===== config.mk =====
export PLATFORM = sky130hd
export DESIGN_NAME = cla_mp_sequencer
export DESIGN_NICKNAME = d
export VERILOG_FILES = /design/src/rtl/cla_mp_sequencer.sv
export SDC_FILE = /design/constraint.sdc
export NUM_CORES = 1
export LEC_CHECK = 0
export CORE_AREA = 2 2 133 135
export CTS_CLUSTER_SIZE = 24
export DETAILED_ROUTE_END_ITERATION = 8
export DIE_AREA = 0 0 135 137
export GPL_ROUTABILITY_DRIVEN = 0
export PLACE_DENSITY_LB_ADDON = 0.15
export SYNTH_ARGS = -nofsm -noshare
export SYNTH_HDL_FRONTEND = slang
export SYNTH_SLANG_ARGS = --single-unit

===== constraint.sdc =====
create_clock -name clk -period 6.76 [get_ports clk]
set_input_delay 2.028 -clock clk [delete_from_list [all_inputs] [get_ports clk]]
set_output_delay 2.028 -clock clk [all_outputs]
set_load 0.02 [all_outputs]

===== src/rtl/cla_mp_sequencer.sv =====
// cla_mp_sequencer: multi-precision add/sub that time-shares one 8-bit CLA,
// processing one byte per clock LSB first with a registered inter-byte carry.
module cla8_adder (
   input  logic [7:0] a,
   input  logic [7:0] b,
   input  logic       cin,
   output logic [7:0] sum,
   output logic       cout
);
   logic [7:0] g, p;
   logic [8:0] c;
   always_comb begin
      g = a & b;
      p = a ^ b;
      c = '0;
      c[0] = cin;
      for (int k = 0; k < 8; k++) c[k+1] = g[k] | (p[k] & c[k]);
      sum = p ^ c[7:0];
      cout = c[8];
   end
endmodule

module cla_mp_sequencer #(
   parameter int NBYTES = 4
) (
   input  logic              clk,
   input  logic              rst_n,
   input  logic              in_valid,
   output logic              in_ready,
   input  logic [8*NBYTES-1:0] op_a,
   input  logic [8*NBYTES-1:0] op_b,
   input  logic              op_sub,
   input  logic              cin_in,
   output logic              out_valid,
   input  logic              out_ready,
   output logic [8*NBYTES-1:0] result,
   output logic              cout,
   output logic              ovf,
   output logic              busy
);
   localparam int W = 8 * NBYTES;
   localparam int IW = $clog2(NBYTES);

   typedef enum logic [1:0] {IDLE, RUN, HOLD} state_t;

   state_t state, state_nx;
   logic [W-1:0] a_q, b_q;
   logic sub_q, carry_q;
   logic [IW-1:0] idx;
   logic [7:0] a_byte, b_byte, sum_byte;
   logic co, last;

   assign a_byte = a_q[{idx, 3'b000} +: 8];
   assign b_byte = b_q[{idx, 3'b000} +: 8] ^ {8{sub_q}};
   assign last = idx == IW'(NBYTES - 1);

   cla8_adder u_add (
      .a(a_byte),
      .b(b_byte),
      .cin(carry_q),
      .sum(sum_byte),
      .cout(co)
   );

   always_ff @(posedge clk or negedge rst_n) begin
      if (!rst_n) state <= IDLE;
      else state <= state_nx;
   end

   always_comb begin
      state_nx = state;
      case (state)
         IDLE: state_nx = in_valid ? RUN : IDLE;
         RUN: state_nx = last ? HOLD : RUN;
         HOLD: state_nx = out_ready ? IDLE : HOLD;
         default: state_nx = IDLE;
      endcase
   end

   always_comb begin
      in_ready = state == IDLE;
      busy = state == RUN;
   end

   always_ff @(posedge clk or negedge rst_n) begin
      if (!rst_n) begin
         a_q <= '0;
         b_q <= '0;
         sub_q <= 1'b0;
         carry_q <= 1'b0;
         idx <= '0;
         result <= '0;
         cout <= 1'b0;
         ovf <= 1'b0;
         out_valid <= 1'b0;
      end else begin
         case (state)
            IDLE: if (in_valid) begin
               a_q <= op_a;
               b_q <= op_b;
               sub_q <= op_sub;
               carry_q <= op_sub | cin_in;
               idx <= '0;
               result <= '0;
            end
            RUN: begin
               result[{idx, 3'b000} +: 8] <= sum_byte;
               carry_q <= co;
               idx <= last ? '0 : idx + 1'b1;
               if (last) begin
                  cout <= co;
                  ovf <= (a_byte[7] == b_byte[7]) && (sum_byte[7] != a_byte[7]);
                  out_valid <= 1'b1;
               end
            end
            HOLD: if (out_ready) out_valid <= 1'b0;
            default: ;
         endcase
      end
   end
endmodule

==> summary.md <==
| Metric | Value |
|---|---|
| Area Growth Syn to Fin | `29.23%` |
| Leakage | `roughly 0.0029 uW` |
| Slew at the pin with the worst max-slew slack | `0.7730 ns` |
| Largest net degree at the start of global routing | `55` |
| Top_reg_cell synth | `dfrtp_1` |
| Fill count | `between 1,500 and 2,000` |
| Fin. max-slew vios | `0` |
| Initial core utilization | `29.47%` |
| Dpl hpwl | `8555 um` |
| Leading post-synthesis cells by instance count | `dfrtp_1 (105), mux2_4 (65), o2bb2ai_1 (32)` |
| Nets@finish | `496` |
| Die area | `18,500 um^2` |
| Worst min-delay path category | `reg2reg` |
| Worst Path Required | `7.01 ns` |
| Antenna violations before repair | `0` |
| Crit path buffers/inverters | `0` |
| Cts bufs inserted | `9` |
| Post-synthesis cell type count | `28` |
| Max Fanout on Critical Path | `11` |
| GRT Total Usage | `between 10% and 20%` |
| CTS tree | `done` |
| Endpoints failing hold | `0` |
| Post-synthesis cell count | `approximately 310` |
| Reg area | `2628 um^2` |
| GRT overflow | `0` |
| Setup CP Type | `reg2reg` |
| EDFF count, synth | `0` |
| Vias | `2,877` |
| Hold Path Stages | `1` |
| Multi-input combinational cell area | `2136 um^2` |
| Setup-failing EPs final | `0` |
| FF+latch count, synth | `105` |
| Most frequent CP cell | `fa_1` |
| Synth Area per Inst | `16.06 um^2` |
| Drt first pass iters | `4` |
| Clk root buf | `clkbuf_16` |
| Post-layout util | `38.08%` |
| Number of diodes | `0` |
| Setup_tns | `0 ns` |
| Slowest CP cell | `dfrtp_1` |
| Critical path depth in cells | `12` |
| DRC | `0` |
| Period utilization | `about 76%` |
| Worst setup SP type | `flop` |
| Pwr Density | `575.7 nW/um^2` |
| Post-route ant nets | `0` |
| Post-DR vias/cell | `4.474` |
| Ys Warns | `0` |
| Clk_lat worst skew | `around 0.35 ns` |
| Detailed Route Iter0 Violations | `around 190` |
| Top delay family on crit path | `adder cells` |
| Critical path's largest stage delay | `0.73 ns` |
| PostCTS Resize Cnt | `0` |
| H-Tree Depth | `3` |
| Cts hold-fix bufs | `0` |
| Clock sink total | `105` |
| Cells along the critical path | `mux4_2 > xnor2_1 > fa_1 > fa_1 > fa_1 > fa_1 > fa_1 > fa_1 > fa_1 > fa_1 > xor2_1 > o31ai_1` |
| I/O pin count | `107` |
| Number of cell rows | `48` |
| First-pass GRT wire length | `~19,000 um` |
| Area leader, netlist | `dfrtp_1` |
| Die outline height | `137 um` |
| Count leader, synth | `dfrtp_1` |
| Vias in the first global route | `3,192` |
| Top-area cell type share of the netlist area | `52.28%` |
| Status | `completed` |
| I/O Buffers | `106` |
| Routed wire per std cell | `18.45 um` |
| Max IR drop VDD | `~0.00028 V` |
| FFs w/ async S/R, synth | `100.0%` |
| Worst EP arrival | `5.36 ns` |
| Max Cap Viol | `0` |
| Core footprint | `17,060 um^2` |
| Setup repair bufs after CTS | `0` |
| Post-synth net total | `just under 400` |
| Clk slew on worst S/H paths | `0.07 ns` |
| Rel. slew slack | `about 48%` |
| Clk buf depth | `2` |
| Fmax | `195.8 MHz` |
| Unrepaired setup endpoints after global routing | `false` |
| Ranking of synthesized cells by area | `dfrtp_1 (52%), mux2_4 (19%), mux4_2 (7.2%)` |
| Setup crit end kind | `flop` |
| Sequential element share of the synthesized area | `a little over half` |
| Fin crit period | `5.109 ns` |
| Skew final | `0.007411 ns` |
| Die width | `135 um` |
| Routed WL | `11,860 um` |
| Worst r2r path cells | `12` |
| Overall Power | `between 3000 and 4000 uW` |
| Mapped Area | `5026 um^2` |
| Share of cells above drive strength 1 | `24.40%` |
==> metal layers <==
metal	up-vias	global-route usage (%)	routed length (um)
met2	93	21.40	5517
met4	0	5.093	184
met5	-	0	0
met3	12	2.556	598
met1	1434	18.80	5560
li1	1338	-	-
==> worst paths after layout <==
path                       slack (ns)             startpoint                    end
setup reg to reg                 1.65     idx[1]$_DFFE_PN0P_        ovf$_DFFE_PN0P_
hold reg to reg                  0.49  result[1]$_DFFE_PN0P_  result[1]$_DFFE_PN0P_
hold / removal                   0.49  result[1]$_DFFE_PN0P_  result[1]$_DFFE_PN0P_
max in group asynchronous        3.88                  rst_n    carry_q$_DFFE_PN0P_
setup / recovery                 1.65     idx[1]$_DFFE_PN0P_        ovf$_DFFE_PN0P_
min in group asynchronous        1.72                  rst_n    a_q[10]$_DFFE_PN0P_
==> layout make-up <==
type,count,share of cell area (%)
Clock buffer,14,4.219
Clock inverter,2,0.5394
Multi-Input combinational cell,173,32.88
Timing Repair Buffer,110,16.76
Inverter,14,0.8091
Tap cell,225,4.334
Sequential cell,105,40.45
==> report_power, final <==
part | leakage, uW | switching [uW] | internal, uW
Clock | 0.000153 | 227 | 318
Sequential | 0.00131 | 211 | 919
Combinational | 0.00142 | 999 | 1060
==> cell usage in the layout, fill, tap and decap left out <==
| cell type | n |
|---|---|
| nand2b_1 | 2 |
| clkbuf_16 | 9 |
| clkbuf_1 | 2 |
| xor2_1 | 2 |
| clkbuf_8 | 3 |
| buf_4 | 5 |
| nand3b_1 | 2 |
| a21oi_1 | 2 |
| ha_1 | 5 |
| nand3_1 | 5 |
| clkinv_2 | 1 |
| and4bb_2 | 1 |
| clkdlybuf4s50_1 | 105 |
| mux2_4 | 65 |
| a21o_1 | 4 |
| mux4_2 | 16 |
| nand2_1 | 10 |
| or4_1 | 1 |
| or3b_4 | 1 |
| xnor2_1 | 7 |
| dfrtp_1 | 105 |
| bufinv_16 | 1 |
| fa_1 | 8 |
| o31ai_1 | 3 |
| nor2_1 | 4 |
| o221ai_1 | 1 |
| inv_1 | 14 |
| o2bb2ai_1 | 32 |
| o21ai_0 | 2 |
==> metrics by stage <==
| step | setup slack (ns) | instances | instance area [um^2] | hold slack, ns |
|---|---|---|---|---|
| 2_1_floorplan | 1.818 | 313 | 5026 | 0.4759 |
| 3_3_place_gp | 1.751 | 627 | 6186 | 0.4764 |
| 3_5_place_dp | 1.650 | 627 | 6186 | 0.4750 |
| 4_1_cts | 1.632 | 643 | 6495 | 0.4949 |
| 5_1_grt | 1.424 | 643 | 6495 | 0.5010 |
| 6_report | 1.651 | 643 | 6495 | 0.4879 |
==> state kept, by name, indices dropped and copies added (netlist names) <==
name       count
a_q           32
b_q           32
carry_q        1
cout           1
idx            2
out_valid      1
ovf            1
result        32
state          2
sub_q          1
==> kinds of logic after synthesis <==
family,count (synthesis),synth area share (%)
flip-flops,105,52.28
adder cells (fa/ha/maj),13,4.431
multiplexers,81,26.59
XOR/XNOR,9,1.568
buffers and inverters,35,5.277
AO/OA/AOI/OAI,44,7.194
AND/OR/NAND/NOR,26,2.664
Note: power is estimated with default switching activity, not from simulation.
